File: config.mk
export PLATFORM = sky130hd
export DESIGN_NAME = rf_wb_scheduler
export DESIGN_NICKNAME = d
export VERILOG_FILES = /design/src/rtl/rf_wb_scheduler_pkg.sv /design/src/rtl/rf_wb_fifo.sv /design/src/rtl/rf_wb_scheduler.sv
export SDC_FILE = /design/constraint.sdc
export NUM_CORES = 1
export LEC_CHECK = 0
export ABC_CLOCK_PERIOD_IN_PS = 6830
export CAP_MARGIN = 20
export CORE_MARGIN = 2
export CORE_UTILIZATION = 35
export DETAILED_ROUTE_END_ITERATION = 6
export PLACE_DENSITY = 0.64
export SLEW_MARGIN = 10
export SYNTH_ARGS = -nofsm -noshare
export SYNTH_HDL_FRONTEND = slang
export SYNTH_HIERARCHICAL = 1
export SYNTH_SLANG_ARGS = --single-unit
File: constraint.sdc
create_clock -name clk -period 6.83 [get_ports clk]
set_input_delay 1.0245 -clock clk [delete_from_list [all_inputs] [get_ports clk]]
set_output_delay 1.0245 -clock clk [all_outputs]
set_load 0.05 [all_outputs]
File: src/rtl/rf_wb_scheduler_pkg.sv
// Shared types and constants for the register-file writeback scheduler.
package rf_wb_scheduler_pkg;

   localparam int unsigned REG_AW = 5;
   localparam int unsigned DATA_W = 32;

   localparam logic [REG_AW-1:0] REG_ZERO = '0;

   // One buffered MDU result: destination register and its data.
   typedef struct packed {
      logic [REG_AW-1:0] rd;
      logic [DATA_W-1:0] wd;
   } wb_entry_t;

   // Which source owns the RF write port in the current cycle.
   typedef enum logic [1:0] {
      GNT_NONE = 2'd0,
      GNT_PIPE = 2'd1,
      GNT_FIFO = 2'd2
   } gnt_src_e;

endpackage

File: src/rtl/rf_wb_fifo.sv
// Synchronous MDU result buffer: power-of-two depth, full/empty flags,
// no write-to-read bypass (a pushed entry is visible from the next cycle).
module rf_wb_fifo
   import rf_wb_scheduler_pkg::*;
#(
   parameter int unsigned DEPTH = 2
) (
   input  logic      clk,
   input  logic      rstn,
   input  logic      push,
   input  wb_entry_t push_data,
   input  logic      pop,
   output wb_entry_t head,
   output logic      full,
   output logic      empty
);

   localparam int unsigned AW = $clog2(DEPTH);

   wb_entry_t       mem_q [DEPTH];
   wb_entry_t       mem_d [DEPTH];
   logic [AW:0]     wr_ptr_q, wr_ptr_d;
   logic [AW:0]     rd_ptr_q, rd_ptr_d;
   logic            do_push;
   logic            do_pop;

   // Flags from the extra pointer wrap bit; head is the oldest entry.
   always_comb begin
      empty   = (wr_ptr_q == rd_ptr_q);
      full    = (wr_ptr_q[AW] != rd_ptr_q[AW]) &&
                (wr_ptr_q[AW-1:0] == rd_ptr_q[AW-1:0]);
      head    = mem_q[rd_ptr_q[AW-1:0]];
      do_push = push & ~full;
      do_pop  = pop & ~empty;
   end

   // Next storage and pointer values.
   always_comb begin
      mem_d    = mem_q;
      wr_ptr_d = wr_ptr_q;
      rd_ptr_d = rd_ptr_q;
      if (do_push) begin
         mem_d[wr_ptr_q[AW-1:0]] = push_data;
         wr_ptr_d                = wr_ptr_q + 1'b1;
      end
      if (do_pop) begin
         rd_ptr_d = rd_ptr_q + 1'b1;
      end
   end

   // Storage and pointer registers; reset empties the buffer.
   always_ff @(posedge clk or negedge rstn) begin
      if (!rstn) begin
         mem_q    <= '{default: '0};
         wr_ptr_q <= '0;
         rd_ptr_q <= '0;
      end else begin
         mem_q    <= mem_d;
         wr_ptr_q <= wr_ptr_d;
         rd_ptr_q <= rd_ptr_d;
      end
   end

endmodule

File: src/rtl/rf_wb_scheduler.sv
// Register-file write-port scheduler: arbitrates between the in-order WB
// stage and buffered MDU results, tracks MDU destinations in a busy
// scoreboard, stalls ID on hazards against them and gates MDU issue.
module rf_wb_scheduler
   import rf_wb_scheduler_pkg::*;
#(
   parameter int unsigned FIFO_DEPTH = 2,
   parameter int unsigned MAX_OUT    = 4,
   parameter int unsigned STARVE_MAX = 3
) (
   input  logic              clk,
   input  logic              rstn,
   input  logic              iss_valid,
   input  logic [REG_AW-1:0] iss_rd,
   output logic              iss_ready,
   input  logic [REG_AW-1:0] id_rs1,
   input  logic [REG_AW-1:0] id_rs2,
   input  logic [REG_AW-1:0] id_rd,
   input  logic              id_rd_we,
   output logic              id_stall,
   input  logic              pipe_we,
   input  logic [REG_AW-1:0] pipe_wa,
   input  logic [DATA_W-1:0] pipe_wd,
   output logic              wb_hold,
   input  logic              mdu_valid,
   input  logic [REG_AW-1:0] mdu_rd,
   input  logic [DATA_W-1:0] mdu_wd,
   output logic              mdu_ready,
   output logic              rf_we,
   output logic [REG_AW-1:0] rf_wa,
   output logic [DATA_W-1:0] rf_wd,
   output logic [2:0]        outstanding
);

   localparam int unsigned SW         = $clog2(STARVE_MAX + 1);
   localparam logic [SW-1:0] STARVE_C = SW'(STARVE_MAX);
   localparam logic [2:0]  MAX_OUT_C  = 3'(MAX_OUT);

   logic [31:0]   busy_q, busy_d;
   logic [2:0]    count_q, count_d;
   logic [SW-1:0] starve_q, starve_d;

   logic          iss_fire;
   logic          force_fifo;
   gnt_src_e      gnt;

   logic          fifo_push;
   logic          fifo_pop;
   logic          fifo_full;
   logic          fifo_empty;
   wb_entry_t     fifo_in;
   wb_entry_t     fifo_head;

   rf_wb_fifo #(
      .DEPTH (FIFO_DEPTH)
   ) u_fifo (
      .clk       (clk),
      .rstn      (rstn),
      .push      (fifo_push),
      .push_data (fifo_in),
      .pop       (fifo_pop),
      .head      (fifo_head),
      .full      (fifo_full),
      .empty     (fifo_empty)
   );

   // Issue gating, ID hazard detection and MDU accept, all on registered state.
   always_comb begin
      iss_ready   = (count_q < MAX_OUT_C) & ~busy_q[iss_rd];
      iss_fire    = iss_valid & iss_ready;
      id_stall    = busy_q[id_rs1] | busy_q[id_rs2] | (id_rd_we & busy_q[id_rd]);
      mdu_ready   = ~fifo_full;
      fifo_push   = mdu_valid & mdu_ready;
      fifo_in.rd  = mdu_rd;
      fifo_in.wd  = mdu_wd;
      outstanding = count_q;
   end

   // Write-port arbitration: WB wins unless the FIFO head has starved.
   always_comb begin
      gnt        = GNT_NONE;
      wb_hold    = 1'b0;
      rf_we      = 1'b0;
      rf_wa      = '0;
      rf_wd      = '0;
      force_fifo = ~fifo_empty & (starve_q == STARVE_C);
      if (force_fifo) begin
         gnt     = GNT_FIFO;
         wb_hold = pipe_we;
      end else if (pipe_we) begin
         gnt = GNT_PIPE;
      end else if (!fifo_empty) begin
         gnt = GNT_FIFO;
      end
      case (gnt)
         GNT_PIPE: begin
            rf_we = (pipe_wa != REG_ZERO);
            rf_wa = pipe_wa;
            rf_wd = pipe_wd;
         end
         GNT_FIFO: begin
            rf_we = (fifo_head.rd != REG_ZERO);
            rf_wa = fifo_head.rd;
            rf_wd = fifo_head.wd;
         end
         default: ;
      endcase
      fifo_pop = (gnt == GNT_FIFO);
   end

   // Scoreboard, outstanding counter and starvation counter updates.
   always_comb begin
      busy_d = busy_q;
      if (fifo_pop) begin
         busy_d[fifo_head.rd] = 1'b0;
      end
      // iss_ready guarantees the set bit differs from the retired one.
      if (iss_fire) begin
         busy_d[iss_rd] = 1'b1;
      end
      busy_d[0] = 1'b0;

      count_d = count_q;
      case ({iss_fire, fifo_pop})
         2'b10:   count_d = count_q + 3'd1;
         2'b01:   count_d = count_q - 3'd1;
         default: ;
      endcase

      starve_d = starve_q;
      if (fifo_empty || fifo_pop) begin
         starve_d = '0;
      end else if (starve_q != STARVE_C) begin
         starve_d = starve_q + 1'b1;
      end
   end

   // State registers; reset drops all busy bits and counts.
   always_ff @(posedge clk or negedge rstn) begin
      if (!rstn) begin
         busy_q   <= '0;
         count_q  <= '0;
         starve_q <= '0;
      end else begin
         busy_q   <= busy_d;
         count_q  <= count_d;
         starve_q <= starve_d;
      end
   end

   // WB must never target a register with an MDU result still pending.
   a_pipe_not_busy: assert property (@(posedge clk) disable iff (!rstn)
      !(pipe_we && busy_q[pipe_wa]));

   // An MDU result implies an op was issued and not yet retired.
   a_mdu_has_owner: assert property (@(posedge clk) disable iff (!rstn)
      !(mdu_valid && (count_q == 3'd0)));

endmodule

# Word-level counts from Yosys, hierarchy flattened
# Cells that the tools add are included.
# Widths: inputs -> output; s select.
# word_totals
reg_bits,114
in_bits,100
output_inout_bits,45
# classes
add_sub_neg,5
order_cmp,11
n_eq_ne,9
n_mux,30
n_bitwise,17
n_reduce_logical,9
# op_table
cell,count
$mux 37,4
$bwmux 74,1
$mux 32,2
$pmux 32 s2,1
$demux 37 s1,1
$and 32x32->32,1
$not 32->32,1
$or 32x32->32,1
$lt 5x6->1 const B,5
$bmux 1 s5,4
$demux 1 s5,2
$ge 5x1->1 const B,2
$mux 2,5
$pmux 5 s2,1
$reduce_bool 5->1,2
$and 1x1->1,7
$mux 1,7
$add 2x1->2 const B,3
$eq 2x2->1 const B,3
$pmux 3 s2,1
$eq 2x1->1 const B,2
$ge 2x2->1 const B,2
$logic_and 1x1->1,4
$not 1->2,2
13 further kinds,17

# Longest topological paths before layout
# depth
ltp_word,13
ltp_mapped,13
ltp_nobuf,11

# Hierarchy
# Netlist, hierarchy kept.
# by_module_without_submodules
module,instances,cells_each,area_each_um2,seq_area_each_um2
rf_wb_fifo,1,221,3694.8,1951.9
rf_wb_scheduler,1,369,3300.7,900.9

# Worst setup path after synthesis
# Ideal clock, no wire load.
# synth_path
kind,flip-flop to output port
from,register u_fifo.rd_ptr_q[0]
to,output rf_we
t_arrival_ns,3.068
required_time_ns,5.806
path_slack_ns,2.737
stages_incl_launch_ff,12
n_path_buf,4
path_cell_list,dfrtp_1 > buf_2 > buf_1 > xor2_1 > nor2_1 > nand2b_1 > nand2_1 > ha_1 > clkbuf_1 > clkbuf_1 > o31ai_1 > a21oi_1
# synth_via
elab_chain_len,6
# synth_lines
element,line,rtl
start: declaration,rf_wb_fifo.sv:23,"logic [AW:0] rd_ptr_q, rd_ptr_d;"
start signal: assignment,rf_wb_fifo.sv:60,rd_ptr_q <= rd_ptr_d;
$eq 2x2->1 (*),rf_wb_fifo.sv:29,empty = (wr_ptr_q == rd_ptr_q);
via fifo_empty,rf_wb_scheduler.sv:50,logic fifo_empty;
$mux 2 / $not 1->1 (equally long branches),"rf_wb_scheduler.sv:92, rf_wb_scheduler.sv:86",
$mux 2 / $and 1x1->1 (equally long branches),"rf_wb_scheduler.sv:90, rf_wb_scheduler.sv:86",
$mux 2 (*),rf_wb_scheduler.sv:87,if (force_fifo) begin
$eq 2x2->1 (*),--,
via fifo_pop,rf_wb_scheduler.sv:48,logic fifo_pop;
$pmux 1 s2 (*),rf_wb_scheduler.sv:95,case (gnt)
end: declaration,rf_wb_scheduler.sv:29,"output logic rf_we,"
# The timed path passes the listed nets; every way through them passes the cells marked *. The select of a mux whose other input is x is not followed.

# Worst setup path after layout
# layout_path
from,input iss_rd[0]
to,output iss_ready
# layout_via
elab_chain_len,4
# layout_lines
element,line,rtl
start: declaration,rf_wb_scheduler.sv:14,"input logic [REG_AW-1:0] iss_rd,"
$bmux 1 s5,rf_wb_scheduler.sv:69,iss_ready = (count_q < MAX_OUT_C) & ~busy_q[iss_rd];
$mux 1 (implied by the code),rf_wb_scheduler.sv:69,
$not 1->1,rf_wb_scheduler.sv:69,
$and 1x1->1,rf_wb_scheduler.sv:69,
end: declaration,rf_wb_scheduler.sv:15,"output logic iss_ready,"
# No other way between the ends. The select of a mux whose other input is x is not followed.

==> metrics.json <==
{
  "status": {"value": "finished clean"},
  "layout_commonest_cell": {"value": "sky130_fd_sc_hd__clkdlybuf4s50_1"},
  "ios": {"value": 145},
  "worst_clock_skew": {"value": 0.00857, "unit": "ns"},
  "finalPower": {"value": 4820, "unit": "uW"},
  "power_density": {"value": 525, "unit": "mW/mm2"},
  "startpoint_type": {"value": "primary input"},
  "clockRootBuffer": {"value": "sky130_fd_sc_hd__clkbuf_16"},
  "postRouteAntennaNets": {"value": 0},
  "grt_start_max_net_pins": {"value": 73},
  "critPathLaunch": {"value": "iss_rd[0]"},
  "timing_hold_violations_final": {"value": 0},
  "worstMarginPinSlew": {"value": 0.978, "unit": "ns"},
  "grt_pass1_vias": {"value": 5615},
  "track_usage": {"value": 18.5, "unit": "%"},
  "layout.cells.most_common_list": {"value": "sky130_fd_sc_hd__clkdlybuf4s50_1, sky130_fd_sc_hd__dfrtp_1, sky130_fd_sc_hd__mux2_4"},
  "drive_above_1_share": {"value": 24.6, "unit": "%"},
  "grt_first_pass_wirelength": {"value": 31.1, "unit": "mm"},
  "number_of_synthesized_flops_with_an_enable_pin": {"value": 0},
  "clock_sink_count": {"value": 114},
  "ff_to_ff_path_depth": {"value": 11},
  "max_cap_viol_count": {"value": 0},
  "die_area": {"value": 0.0211, "unit": "mm2"},
  "postSynthRegisterBits": {"value": 114},
  "dpl_cell_area": {"value": 0.00859, "unit": "mm2"},
  "first_pass_iters": {"value": 4},
  "areaGrowthSynthToFinish": {"value": 31.1, "unit": "%"},
  "rrSetupSlack": {"value": 3.52, "unit": "ns"},
  "floorplan.die.width": {"value": 145, "unit": "um"},
  "maxSlewViolCount": {"value": 0},
  "final_period_minus_worst_setup_slack": {"value": 5.09, "unit": "ns"},
  "drt_iter0_drc": {"value": 437},
  "antenna_cells_inserted": {"value": 0},
  "avgSynthCellArea": {"value": 11.9, "unit": "um2"},
  "number_of_nets_in_the_final_layout": {"value": 823},
  "syn-cell-area": {"value": 0.00700, "unit": "mm2"},
  "start_util": {"value": 35.8, "unit": "%"},
  "layout_worst_path_cycle_share": {"value": 74.6, "unit": "%"},
  "ys_warn_count": {"value": 6},
  "setup-violations-final": {"value": 0},
  "post_cts_hold_buffers": {"value": 0},
  "synth-async-reset-ratio": {"value": 100, "unit": "%"},
  "timing.hold.worst_path_depth": {"value": 1},
  "dp_hpwl": {"value": 13.5, "unit": "mm"},
  "crit_fanout": {"value": 13},
  "holdPathEnd": {"value": "u_fifo/mem_q[61]"},
  "final_core_util": {"value": 47.0, "unit": "%"},
  "routed_wirelength": {"value": 19.3, "unit": "mm"},
  "worstPathRequired": {"value": 5.81, "unit": "ns"},
  "cell_count_after_synthesis": {"value": 590},
  "port_buffers": {"value": 144},
  "critPathArrivalTime": {"value": 4.07, "unit": "ns"},
  "timing_worst_setup_path_type": {"value": "primary input to primary output"},
  "wl_per_cell": {"value": 19.4, "unit": "um"},
  "post_cts.resized_instances": {"value": 0},
  "route.detailed.vias_per_inst": {"value": 5.41},
  "timing.setup.tns": {"value": 0, "unit": "ns"},
  "highest_ir_drop_seen_on_vdd": {"value": 0.309, "unit": "mV"},
  "ctsLongestPathBuffers": {"value": 2},
  "ctsHtreeMaxLevel": {"value": 4},
  "globalRouteOverflowTotal": {"value": 0},
  "post_synth_num_cell_types": {"value": 51},
  "final.setup.worst_slack": {"value": 1.74, "unit": "ns"},
  "cts_buffers": {"value": 17},
  "drt_drc_violations_left": {"value": 0},
  "total_leakage_power": {"value": 0.00379, "unit": "uW"},
  "hp-class": {"value": "flop to flop"},
  "floorplan.core_area": {"value": 0.0195, "unit": "mm2"},
  "mappedNetlistNets": {"value": 695},
  "place_ws": {"value": 1.73, "unit": "ns"},
  "worstSkewPairLatency": {"value": 0.41, "unit": "ns"},
  "timing.rr.start": {"value": "u_fifo/rd_ptr_q[1]"},
  "critical_path.reg2reg.endpoint": {"value": "outstanding[2]"},
  "worst_setup_path_end_kind": {"value": "primary output"},
  "synth_flop_cell": {"value": "sky130_fd_sc_hd__dfrtp_1"},
  "stdcell_area": {"value": 0.00917, "unit": "mm2"},
  "slew_headroom": {"value": 34.8, "unit": "%"},
  "seq_area_frac_synth": {"value": 40.8, "unit": "%"},
  "route.vias.total": {"value": 5368},
  "grt_setup_unrepaired": {"value": "no"},
  "die_y": {"value": 145, "unit": "um"},
  "grt_antenna_before_repair": {"value": 0},
  "clk_pin_slew_worst_paths": {"value": 0.05, "unit": "ns"},
  "cts_setup_buffers": {"value": 0},
  "cts_tree": {"value": "yes"},
  "top_achievable_clock_speed": {"value": 0.196, "unit": "GHz"},
  "gpl.final_weighted_congestion": {"value": 0.933},
  "floorplan.rows": {"value": 51},
  "timing.hold.worst.start": {"value": "u_fifo/mem_q[61]"}
}
[worst max-delay path, cell delays in order]
cell and delay, ns:
sky130_fd_sc_hd__clkdlybuf4s50_1 0.91, sky130_fd_sc_hd__mux4_1 0.68, sky130_fd_sc_hd__nand2_1 0.10, sky130_fd_sc_hd__a2bb2oi_1 0.21, sky130_fd_sc_hd__o22a_1 0.17, sky130_fd_sc_hd__and3b_1 0.16, sky130_fd_sc_hd__clkdlybuf4s50_1 0.80
[cell families after synthesis]
| logic type | count (synthesis) | synth area share, % |
|---|---|---|
| adder cells (fa/ha/maj) | 5 | 1.00 |
| AO/OA/AOI/OAI | 129 | 11.8 |
| buffers and inverters | 52 | 3.79 |
| XOR/XNOR | 7 | 0.984 |
| multiplexers | 166 | 33.2 |
| AND/OR/NAND/NOR | 117 | 8.53 |
| flip-flops | 114 | 40.8 |
[through the flow]
step | instances | hold WS [ns]
global placement | 964 | 0.484
global route | 993 | 0.516
CTS | 993 | 0.505
floorplan | 590 | 0.475
finish | 993 | 0.502
detailed placement | 964 | 0.490
[sequential cells by signal (all words and copies together) (netlist names)]
name and flops:
u_fifo/mem_q 74, starve_q 2, u_fifo/rd_ptr_q 2, outstanding 3
busy_q 31, u_fifo/wr_ptr_q 2
[worst max path at each step]
stage                      endpoint  depth (start not counted)
final                     iss_ready                          7
after global routing      iss_ready                          7
after CTS                 iss_ready                          6
after detailed placement  iss_ready                          6
after global placement    iss_ready                          6
after floorplan               rf_we                         11
[synthesized netlist by cell type, types with 4 or more instances]
library cell / number / area (um2)
sky130_fd_sc_hd__dfrtp_1: 114 / 2850
sky130_fd_sc_hd__mux2_4: 60 / 901
sky130_fd_sc_hd__mux2_2: 57 / 642
sky130_fd_sc_hd__nor2_1: 50 / 188
sky130_fd_sc_hd__o21ai_0: 44 / 220
sky130_fd_sc_hd__a22oi_1: 39 / 293
sky130_fd_sc_hd__mux2i_1: 27 / 270
sky130_fd_sc_hd__o21ai_1: 23 / 115
sky130_fd_sc_hd__clkbuf_1: 20 / 75.1
sky130_fd_sc_hd__mux4_2: 19 / 428
sky130_fd_sc_hd__nand2_1: 19 / 71.3
sky130_fd_sc_hd__inv_1: 12 / 45.0
sky130_fd_sc_hd__nand3b_1: 12 / 90.1
sky130_fd_sc_hd__nand3_1: 10 / 50.1
sky130_fd_sc_hd__buf_1: 8 / 30.0
sky130_fd_sc_hd__a21oi_1: 7 / 35.0
sky130_fd_sc_hd__nor2b_1: 6 / 37.5
sky130_fd_sc_hd__buf_2: 5 / 25.0
sky130_fd_sc_hd__xor2_1: 5 / 43.8
sky130_fd_sc_hd__buf_6: 4 / 45.0
sky130_fd_sc_hd__ha_1: 4 / 50.1
[where the power goes]
group / total [uW] / internal (uW) / leakage, uW / switching (uW)
Sequential: 1360 / 1020 / 0.00137 / 339
Clock: 883 / 594 / 0.000289 / 289
Combinational: 2570 / 1230 / 0.00213 / 1350
Total: 4820 / 2840 / 0.00379 / 1970
[cell type report]
class | count | area, um2
fillers | 1789 | 10400
multi-input cells | 424 | 3880
inverters | 12 | 45.0
clock inverters | 6 | 105
well taps | 265 | 332
repair buffers | 149 | 1480
flip-flops and latches | 114 | 2850
clock buffers | 23 | 478
[layer usage]
layer	global-route usage (%)	routed length (um)	vias up
met5	0	0	-
li1	-	-	2452
met3	5.20	1360	34
met1	23.7	8210	2680
met2	30.3	9320	202
met4	6.23	401	0
No activity file was read; power rests on OpenSTA's default activity.
